<file path="src/rtl/fetch_unit.sv">
// Instruction-fetch front end: credit-limited in-order requests, prefetch queue, redirect flush.
// Optional combinational response-to-decode bypass is enabled by defining FETCH_BYPASS_EN.
module fetch_unit #(
  parameter int            AW       = 32,
  parameter int            DW       = 32,
  parameter int            DEPTH    = 4,
  parameter int            PC_STEP  = 1,
  parameter logic [AW-1:0] RESET_PC = '0
) (
  input  logic          clk,
  input  logic          rst_n,
  output logic          imem_req,
  output logic [AW-1:0] imem_addr,
  input  logic          imem_ready,
  input  logic          imem_rvalid,
  input  logic [DW-1:0] imem_rdata,
  input  logic          redirect_valid,
  input  logic [AW-1:0] redirect_pc,
  output logic          inst_valid,
  input  logic          inst_ready,
  output logic [DW-1:0] inst_data,
  output logic [AW-1:0] inst_pc
);
  localparam int            CW      = $clog2(DEPTH + 1);
  localparam int            PW      = $clog2(DEPTH);
  localparam logic [AW-1:0] STEP    = AW'(PC_STEP);
  localparam logic [CW:0]   CREDITS = (CW + 1)'(DEPTH);

  logic [AW-1:0] pc_q;
  logic [AW-1:0] resp_pc;
  logic [AW-1:0] pc_mem   [DEPTH];
  logic [DW-1:0] data_mem [DEPTH];
  logic [PW-1:0] wr_ptr;
  logic [PW-1:0] rd_ptr;
  logic [CW-1:0] count;
  logic [CW-1:0] outstanding;
  logic [CW-1:0] drop;

  logic accept;
  logic resp_keep;
  logic q_empty;
  logic push;
  logic q_pop;
  logic bypass_take;

  assign imem_addr = pc_q;
  assign q_empty   = (count == '0);
  // Every in-flight request owns a queue slot, so the queue can never overflow.
  assign imem_req  = rst_n & ~redirect_valid
                   & (({1'b0, outstanding} + {1'b0, count}) < CREDITS);
  assign accept    = imem_req & imem_ready;
  assign resp_keep = imem_rvalid & (drop == '0) & ~redirect_valid;
  assign push      = resp_keep & ~bypass_take;
  assign q_pop     = inst_valid & inst_ready & ~q_empty;

  // NOTE: every output of this block gets a default first, so no latch can be inferred.
  always_comb begin
    inst_valid  = ~q_empty;
    inst_pc     = pc_mem[rd_ptr];
    inst_data   = data_mem[rd_ptr];
    bypass_take = 1'b0;
`ifdef FETCH_BYPASS_EN
    if (q_empty && resp_keep) begin
      inst_valid  = 1'b1;
      inst_pc     = resp_pc;
      inst_data   = imem_rdata;
      bypass_take = inst_ready;
    end
`endif
    if (!inst_valid) begin
      inst_pc   = '0;
      inst_data = '0;
    end
  end

  // NOTE: state registers use non-blocking assignments so all updates see pre-edge values.
  always_ff @(posedge clk) begin
    if (!rst_n) begin
      pc_q        <= RESET_PC;
      resp_pc     <= RESET_PC;
      wr_ptr      <= '0;
      rd_ptr      <= '0;
      count       <= '0;
      outstanding <= '0;
      drop        <= '0;
    end else begin
      outstanding <= outstanding + CW'(accept) - CW'(imem_rvalid);
      if (redirect_valid) begin
        pc_q    <= redirect_pc;
        resp_pc <= redirect_pc;
        wr_ptr  <= '0;
        rd_ptr  <= '0;
        count   <= '0;
        // Everything still in flight after this edge is stale, including older drops.
        drop    <= outstanding - CW'(imem_rvalid);
      end else begin
        if (accept)    pc_q    <= pc_q + STEP;
        if (resp_keep) resp_pc <= resp_pc + STEP;
        if (push)      wr_ptr  <= wr_ptr + PW'(1);
        if (q_pop)     rd_ptr  <= rd_ptr + PW'(1);
        count <= count + CW'(push) - CW'(q_pop);
        if (imem_rvalid && drop != '0) drop <= drop - CW'(1);
      end
    end
  end

  // NOTE: queue storage is not reset; count and pointers alone define which entries are live.
  always_ff @(posedge clk) begin
    if (push) begin
      pc_mem[wr_ptr]   <= resp_pc;
      data_mem[wr_ptr] <= imem_rdata;
    end
  end

endmodule

</file>
<file path="config.mk">
export PLATFORM = sky130hd
export DESIGN_NAME = fetch_unit
export DESIGN_NICKNAME = d
export VERILOG_FILES = /design/src/rtl/fetch_unit.sv
export SDC_FILE = /design/constraint.sdc
export NUM_CORES = 1
export LEC_CHECK = 0
export ABC_AREA = 1
export CAP_MARGIN = 20
export CORE_ASPECT_RATIO = 0.7
export CORE_MARGIN = 2
export CORE_UTILIZATION = 51
export CTS_BUF_LIST = sky130_fd_sc_hd__clkbuf_4 sky130_fd_sc_hd__clkbuf_8 sky130_fd_sc_hd__clkbuf_16
export DETAILED_ROUTE_END_ITERATION = 16
export PLACE_DENSITY = 0.76
export SLEW_MARGIN = 5
export SYNTH_ARGS = -nofsm -noshare
export SYNTH_HDL_FRONTEND = slang
export SYNTH_SLANG_ARGS = --single-unit
</file>
<file path="constraint.sdc">
create_clock -name clk -period 4.55 [get_ports clk]
set_input_delay 0.91 -clock clk [delete_from_list [all_inputs] [get_ports clk]]
set_output_delay 0.91 -clock clk [all_outputs]
set_load 0.02 [all_outputs]
</file>
==> Yosys cells after proc, flatten, opt, wreduce, memory -nomap -nowiden <==
Memories as Yosys holds them, arrays and structs flattened. A register that Yosys moved wholly into a read port is not among the register bits.
Cells that the tools add are included.
{ "word_totals": {"elab_cells": 53, "register_bits": 77, "input_bits": 70, "mem_bits_rw": 256, "mem_count": 2} }
{ "mem_list": {"columns": ["name", "words", "word_bits", "read_ports", "rd_clocked_by_memory_dff", "wr", "line_no", "text"], "rows": [
  ["data_mem", 4, 32, 1, 1, 1, "32", "logic [DW-1:0] data_mem [DEPTH];"],
  ["pc_mem", 4, 32, 1, 1, 1, "31", "logic [AW-1:0] pc_mem [DEPTH];"]
]} }
{ "op_classes": {"magnitude_cmp": 1, "n_mux": 14, "add_sub_neg": 11, "n_bitwise": 10, "reduce_logical": 8} }
{ "ops": {"columns": ["op", "count"], "rows": [
  ["2-to-1 mux 32 bit", 6],
  ["adder 32 x 1 -> 32 bit (second input constant)", 2],
  ["subtractor 3 x 1 -> 3 bit", 3],
  ["2-to-1 mux 2 bit", 4],
  ["bitwise AND 1 bit", 7],
  ["adder 3 x 1 -> 3 bit", 2],
  ["logical NOT 3 bit", 2],
  ["2-to-1 mux 3 bit", 2],
  ["nonzero test 2 bit", 3],
  ["adder 2 x 1 -> 2 bit (second input constant)", 2],
  ["adder 3 x 3 -> 4 bit", 1],
  ["< comparator 4 x 3 -> 1 bit (second input constant)", 1],
  ["NOT 1 bit", 3],
  ["nonzero test 3 bit", 1],
  ["subtractor 3 x 1 -> 3 bit (second input constant)", 1],
  ["2-to-1 mux 1 bit", 2],
  ["OR reduction 2 bit", 1],
  ["logical AND 1 bit", 1]
]} }

==> Depth between registers and ports, before layout <==
Gate-level depths: netlist of the first run.
{ "depth": {"ltp_word": 6, "mapped_depth": 12, "mapped_depth_nobuf": 12} }

==> Least setup slack after synthesis of the first run <==
Ideal clock, no wire load.
{ "synth_path": {"kind": "input-to-reg", "startpoint": "input imem_rvalid", "endpoint": "memory data_mem[0][0] (enable)", "setup_slack_ns": -0.046, "path_buffers": 0, "setup_ns": 0.486, "arrival_ns": 4.110, "path_stages": 4, "cell_sequence": "nand3_1 nor2_1 inv_1 nor2_1"} }
{ "synth_via": {"elab_chain_cells": 4} }
{ "synth_rtl": {"columns": ["item", "line_no", "text"], "rows": [
  ["start, declared", "15", "input logic imem_rvalid,"],
  ["bitwise AND 1 bit (2 in series)", "52", "assign resp_keep = imem_rvalid & (drop == '0) & ~redirect_valid;"],
  ["2-to-1 mux 1 bit", "109", "if (push) begin"],
  ["2-to-1 mux 1 bit (not written as such)", "111", "data_mem[wr_ptr] <= imem_rdata;"],
  ["end, declared", "32", null]
]} }
No other way between the ends.

==> results.txt, run 1 <==
----------------------------------------------------
[Routing]
  Wire length on met3 ... 3760 um
  Met2 Wirelength ... 17,600 um
  Total Routed Length ... 39,600 um
  Iter 0 DRT Violations ... 1,254
  Routed via count ... 12,100
  Number of detailed-route iterations in the first pass ... 6
  Highest metal layer with signal wires ... met4
  DRC viols ... 0
  Final ANT Viol Nets ... 0
  Total routed wire length on the met1 layer ... 17,700 um
  Average wire length per cell after detail routing ... 17.9 um
  Avg Vias per Cell ... 5.48

[Placed design]
  Placer congestion estimate ... 0.947
  Input/output buffers ... 167
  Final HPWL from detailed placement ... 25,100 um

[Floorplanning]
  Core region area ... 29,100 sq um
  Die Outline Area ... 31,200 sq um
  Initial core utilization ... 52.2%
  Height of the die ... 148 um
  Placement row count ... 52
  IO Pins ... 168
  Floorplan die width ... 210 um

[Yosys]
  Cell area after synthesis ... 15,200 sq um
  Yosys Warn Count ... 0
  Cell count after synthesis ... 1,659
  Async set-reset flop share out of synthesis ... 0%
  Count of flip-flops with a built-in enable after synthesis ... 256
  Most common cell in the synthesized netlist ... sky130_fd_sc_hd__nor2_1
  Area share of the largest cell type after synthesis ... 50.6%
  Largest cells by area after synthesis ... sky130_fd_sc_hd__edfxtp_1 (51%), sky130_fd_sc_hd__dfxtp_1 (10%), sky130_fd_sc_hd__nor2_1 (9.0%)
  Number of different library cells in the post-synthesis netlist ... 38
  Number of synthesized register bits ... 335
  Fraction of the yosys area taken by sequential cells ... 61.1%
  Mean Syn Cell Area ... 9.15 sq um
  Most common library cells after synthesis ... sky130_fd_sc_hd__nor2_1 (366), sky130_fd_sc_hd__nand2_1 (291), sky130_fd_sc_hd__edfxtp_1 (256)
  Post-synth net total ... 1,747
  Synth area leader ... sky130_fd_sc_hd__edfxtp_1
  Ys flop type ... sky130_fd_sc_hd__edfxtp_1

[Critical path]
  Maximum fanout along the worst path ... 76
  Type of destination of the critical path ... output port
  Required time at the worst-slack endpoint ... 3.64 ns
  Crit Path Class ... flop to output port
  Startpoint class of the critical path ... flop
  Arrival time at the worst endpoint ... 3.10 ns

[Finish]
  Area growth from synthesis to final layout ... 20.7%
  Count of nets after finishing ... 1,895
  Proportion of layout cells with a drive suffix above 1 ... 5.73%

[CTS]
  Clock latency of the later-clocked register in the worst-skew pair ... 0.57 ns
  Post-CTS repair timing setup buffer count ... 0
  Number of cells upsized or downsized after cts ... 0
  Buffer levels on the longest clock path ... 3
  Clock tree from TritonCTS ... done
  Num Clock Sinks ... 335
  CTS H-Tree Depth ... 1
  Number of buffers inserted for hold repair after clock tree synthesis ... 0
  Cell chosen for the clock root ... sky130_fd_sc_hd__clkbuf_16
  Num CTS Buffers ... 31
  Reg clk slew, reported paths ... 0.07 ns

[STA]
  Max-slew headroom ... 38.5%
  Hold Vio Cnt, Final ... 0
  Pins over their slew limit ... 0
  Final setup fails ... 0
  Tcrit/Tclk final ... 88.2%
  Min Tclk post-route ... 4.01 ns
  Setup TNS ... 0 ns
  Unrepaired setup endpoints after global routing ... no
  Slew at the pin closest to its max-slew limit ... 0.922 ns
  FMAX ... 249 MHz
  Worst-case clock skew ... 0.0137 ns

[Status]
  Status ... completed

[Pwr]
  Relative contribution of the clock network to total power ... 39.0%
  Net switching power figure ... 1700 uW
  Net switching share of the total power ... 24.3%
  Static leakage ... 0.00663 uW
  Post-route total power ... 7000 uW
  Power Internal ... 5300 uW
  Maximum ir drop on the vdd rail ... 278 uV
  Ratio of total power to cell area ... 382 nW/um^2
  Sequential share of power ... 50.1%
  Power share of the combinational group ... 10.9%

[Global routing]
  Vias in the first global route ... 11,100
  Largest net degree at the start of global routing ... 77
  Antenna violations before repair ... 1
  Grt ovf ... 0
  First-pass GRT wire length ... 61,300 um
  GR Util All Layers ... 25.1%

[Run]
  Number of maximum-capacitance constraint violations ... 0

[Worst hold path]
  Path type of the worst min-delay path ... flop to flop

----------------------------------------------------
==> final timing paths <==
kind / from / to / slack [ns] / cells after the start
hold reg to reg: rd_ptr[1]$_SDFFE_PP0P_ / flop / 0.48 / 2
hold / removal: rd_ptr[1]$_SDFFE_PP0P_ / flop / 0.48 / 2
setup reg to reg: count[0]$_SDFF_PP0_ / count[2]$_SDFF_PP0_ / 1.63 / 10
setup / recovery: flop / inst_data[5] / 0.54 / 6
==> registers in the layout, summed over array words and instances, names as in the netlist, named ones only <==
| register | flops |
|---|---|
| wr_ptr | 2 |
| count | 3 |
| rd_ptr | 2 |
| outstanding | 3 |
| data_mem | 128 |
| drop | 3 |
| resp_pc | 32 |
| imem_addr | 32 |
| pc_mem | 128 |
==> layout by cell type, fill, tap and decap left out, types with 5 or more instances in the layout <==
master                            Yosys  final
sky130_fd_sc_hd__a21oi_1            122    122
sky130_fd_sc_hd__a31oi_1              6      6
sky130_fd_sc_hd__buf_4                0     16
sky130_fd_sc_hd__clkbuf_16            0     31
sky130_fd_sc_hd__clkbuf_4             0      7
sky130_fd_sc_hd__clkbuf_8             0      5
sky130_fd_sc_hd__clkdlybuf4s50_1      0    166
sky130_fd_sc_hd__dfxtp_1             79     77
sky130_fd_sc_hd__edfxtp_1           256    256
sky130_fd_sc_hd__ha_1                16     16
sky130_fd_sc_hd__inv_1              127    127
sky130_fd_sc_hd__nand2_1            291    291
sky130_fd_sc_hd__nand3_1             86     86
sky130_fd_sc_hd__nand4_1              7      7
sky130_fd_sc_hd__nor2_1             366    362
sky130_fd_sc_hd__nor2_2               7      7
sky130_fd_sc_hd__nor2_4               2      6
sky130_fd_sc_hd__o21ai_0            169    169
sky130_fd_sc_hd__o21bai_1             6      6
sky130_fd_sc_hd__xnor2_1              5      5
sky130_fd_sc_hd__xor2_1               9      9
==> area by class of cell <==
class,count,area [sq um]
clock inverters,15,186
clock buffers,43,897
diodes,1,2.50
inverters,132,498
well taps,378,473
fillers,2342,10800
repair buffers,187,1870
flip-flops and latches,335,9270
multi-input cells,1120,5130
==> per-layer routing <==
metal / vias up / global-route usage (%)
li1: 5847 / -
met5: - / 0
met3: 54 / 5.62
met4: 0 / 5.07
met2: 496 / 38.4
met1: 5723 / 37.1
==> kinds of logic after synthesis <==
logic type / Yosys count / share of synthesized area [%]
flip-flops: 335 / 61.1
buffers and inverters: 204 / 5.40
adder cells (fa/ha/maj): 18 / 1.58
AO/OA/AOI/OAI: 314 / 10.6
AND/OR/NAND/NOR: 774 / 20.5
XOR/XNOR: 14 / 0.808
==> worst max-delay path, cell delays in order (launching register included) <==
cell and delay [ns]:
sky130_fd_sc_hd__dfxtp_4 0.91, sky130_fd_sc_hd__buf_12 0.35, sky130_fd_sc_hd__nor2_1 0.10, sky130_fd_sc_hd__nor2_1 0.14
sky130_fd_sc_hd__o21ai_0 0.11, sky130_fd_sc_hd__a21oi_1 0.21, sky130_fd_sc_hd__clkdlybuf4s50_1 0.66
==> through the flow <==
| step | cell area, sq um | setup slack (ns) | util, % | hold WS (ns) | std cells |
|---|---|---|---|---|---|
| after floorplan | 15200 | -0.0460 | - | 0.436 | 1659 |
| final | 18300 | 0.537 | 63.0 | 0.477 | 2211 |
| after detailed placement | 17200 | 0.843 | 59.3 | 0.455 | 2152 |
| after global placement | 17200 | 0.903 | 59.3 | 0.450 | 2152 |
| after CTS | 18300 | 0.517 | 63.0 | 0.478 | 2210 |
| after global routing | 18300 | 0.298 | 63.0 | 0.524 | 2210 |
==> power groups by stage <==
| stage | logic [uW] | registers [uW] | clock network (uW) |
|---|---|---|---|
| final | 760 | 3510 | 2730 |
| after global routing | 830 | 3520 | 2890 |
| after CTS | 757 | 3500 | 2760 |
| after detailed placement | 751 | 3570 | 0 |
| after global placement | 739 | 3560 | 0 |
| after floorplan | 410 | 3550 | 0 |
(Power assumes the default switching activity.)
==> run 2: changes to the inputs <==
- CAP_MARGIN: 20 -> 0
==> results of run 2 <==
No change in the layout: final DEF, timing and power equal those of run 1.
==> run 3: changes to the inputs <==
- CORE_UTILIZATION: 51 -> 50
- GPL_ROUTABILITY_DRIVEN: unset -> 1
- PLACE_DENSITY: 0.76 -> 0.75
==> run 3 against run 2 <==
Effect of this change: utilization shrank 1.4 points; flip-flop and latch count is the same; sequential power is essentially flat; largest cell class unchanged; largest power group unchanged.
==> results.txt, run 3 (synthesized netlist as in run 1, its figures left out) <==
----------------------------------------------------
[Status]
  Status ... completed

[STA]
  Min Tclk post-route ... 3.82 ns (-0.191 ns)
  Max-slew headroom ... 42.9% (+4.4 points)
  Unrepaired setup endpoints after global routing ... no
  Final setup fails ... 0 (unchanged)
  Pins over their slew limit ... 0 (unchanged)
  Hold Vio Cnt, Final ... 0 (unchanged)
  FMAX ... 262 MHz (+5.0%)
  Tcrit/Tclk final ... 84.0% (-4.2 points)
  Post-route setup slack ... 0.727 ns (+0.191 ns)
  Slew at the pin closest to its max-slew limit ... 0.856 ns (-0.0658 ns)
  Worst-case clock skew ... 0.0137 ns (-0.00000940 ns)

[Pwr]
  Maximum ir drop on the vdd rail ... 249 uV (-10%)
  Post-route total power ... 7110 uW (+1.6%)
  Ratio of total power to cell area ... 385 nW/um^2 (+0.85%)
  Static leakage ... 0.00666 uW (+0.51%)

[Placed design]
  Placed cell count ... 2,186 (+1.6%)
  Placer congestion estimate ... 0.911 (-3.8%)
  Post-placement worst setup slack ... 0.833 ns (-0.00987 ns)
  Placed cell areas ... 17,300 sq um (+0.46%)
  Input/output buffers ... 167 (unchanged)
  Final HPWL from detailed placement ... 24,300 um (-3.0%)

[CTS]
  Buffer levels on the longest clock path ... 3 (unchanged)
  Post-CTS repair timing setup buffer count ... 0 (unchanged)
  Clock latency of the later-clocked register in the worst-skew pair ... 0.59 ns (+0.02 ns)
  Cell chosen for the clock root ... sky130_fd_sc_hd__clkbuf_16
  Reg clk slew, reported paths ... 0.07 ns (about the same)
  Number of buffers inserted for hold repair after clock tree synthesis ... 0 (unchanged)
  Num CTS Buffers ... 31 (unchanged)
  CTS H-Tree Depth ... 1 (unchanged)
  Num Clock Sinks ... 335 (unchanged)
  Number of cells upsized or downsized after cts ... 0 (unchanged)
  Clock tree from TritonCTS ... done

[Critical path]
  Reg2Reg Capture Point ... count[2]$_SDFF_PP0_
  Crit Path Class ... flop to output port
  Destination of the critical timing path ... inst_data[15]
  Worst-case reg-to-reg path depth ... 10 (unchanged)
  Startpoint class of the critical path ... flop
  Required time at the worst-slack endpoint ... 3.64 ns (about the same)
  Maximum fanout along the worst path ... 65 (-14%)
  Register-to-Register Setup Slack ... 1.79 ns (+0.16 ns)
  Critical register-to-register path startpoint ... count[0]$_SDFF_PP0_
  Type of destination of the critical path ... output port
  Arrival time at the worst endpoint ... 2.91 ns (-0.19 ns)

[Finish]
  Final-layout fill cell count ... 2,471 (+5.5%)
  Summed area of non-filler cells in the final layout ... 18,500 sq um (+0.70%)
  Most common library cell in the layout ignoring fill and taps ... sky130_fd_sc_hd__nor2_1
  Proportion of layout cells with a drive suffix above 1 ... 5.73% (unchanged)
  Inserted Diodes ... 0 (-1)
  Count of nets after finishing ... 1,895 (unchanged)
  Registers with the most flip-flops ... data_mem (128), pc_mem (128)
  Area occupied by registers ... 9270 sq um (unchanged)
  Non-filler instance count after layout ... 2,244 (+1.5%)
  Area growth from synthesis to final layout ... 21.6%
  Final core area utilization ... 61.6% (-1.4 points)
  Multi-input gate area ... 5130 sq um (unchanged)
  Highest-count cells in the layout ignoring fill and taps ... sky130_fd_sc_hd__nor2_1 (362), sky130_fd_sc_hd__nand2_1 (291), sky130_fd_sc_hd__edfxtp_1 (256)

[Floorplanning]
  Initial core utilization ... 50.6% (-1.6 points)
  IO Pins ... 168 (unchanged)
  Die Outline Area ... 31,800 sq um (+2.0%)
  Core region area ... 30,000 sq um (+3.1%)
  Placement row count ... 53 (+1.9%)
  Height of the die ... 150 um (+0.97%)
  Floorplan die width ... 212 um (+0.98%)

[Routing]
  Avg Vias per Cell ... 5.36 (-2.2%)
  Iter 0 DRT Violations ... 1,219 (-2.8%)
  Routed via count ... 12,000 (-0.73%)
  Total Routed Length ... 38,400 um (-3.1%)
  Number of detailed-route iterations in the first pass ... 5 (-1)
  Final ANT Viol Nets ... 0 (unchanged)
  DRC viols ... 0 (unchanged)
  Average wire length per cell after detail routing ... 17.1 um (-4.5%)

[Global routing]
  Grt ovf ... 0 (unchanged)
  Vias in the first global route ... 11,000 (-1.0%)
  Largest net degree at the start of global routing ... 109 (+42%)
  GR Util All Layers ... 24.0% (-1.1 points)
  First-pass GRT wire length ... 59,700 um (-2.5%)
  Antenna violations before repair ... 1 (unchanged)

[Worst hold path]
  Path type of the worst min-delay path ... flop to flop

[Run]
  Number of maximum-capacitance constraint violations ... 0 (unchanged)

----------------------------------------------------
## run 3: report_power, final
group | internal, uW | switching (uW)
combinational | 302 | 460
sequential | 3400 | 105
clock | 1690 | 1150
## run 3: worst max-delay path: stages, from the launching register on
cell and delay, ns:
sky130_fd_sc_hd__dfxtp_4 0.49, sky130_fd_sc_hd__buf_4 0.63, sky130_fd_sc_hd__nor2_1 0.12, sky130_fd_sc_hd__nor2_1 0.11, sky130_fd_sc_hd__o21ai_0 0.09, sky130_fd_sc_hd__a21oi_1 0.24
sky130_fd_sc_hd__clkdlybuf4s50_1 0.64
## run 3: worst min-delay path by stage
stage	slack, ns	from	end	cells after the start
after detailed placement	0.46	rd_ptr[1]$_SDFFE_PP0P_	flop	2
after global placement	0.45	rd_ptr[1]$_SDFFE_PP0P_	flop	2
final	0.48	rd_ptr[1]$_SDFFE_PP0P_	rd_ptr[1]$_SDFFE_PP0P_	2
after CTS	0.48	rd_ptr[1]$_SDFFE_PP0P_	flop	2
after global routing	0.50	rd_ptr[1]$_SDFFE_PP0P_	rd_ptr[1]$_SDFFE_PP0P_	2
after floorplan	0.44	rd_ptr[1]$_SDFFE_PP0P_	flop	2
## run 3: stage by stage
stage	hold slack (ns)	TNS (ns)
2_1_floorplan	0.436	-11.77
4_1_cts	0.481	0
6_report	0.483	0
3_5_place_dp	0.462	0
3_3_place_gp	0.447	0
5_1_grt	0.504	0
## run 3: layout make-up
class	instances	share of cell area [%]
clock buffers	38	4.66
clock inverters	20	1.49
inverters	132	2.70
multi-input cells	1120	27.8
flip-flops and latches	335	50.3
well taps	412	2.79
repair buffers	187	10.3
## run 3: metal layers
layer,track usage [%],vias up,wire (um),part of all wire [%]
li1,-,5842,-,-
met1,36.4,5681,17800,46
met2,37.2,459,17000,44
met3,4.11,48,3150,8.2
met4,3.53,2,456,1.2
met5,0,-,17,0.044
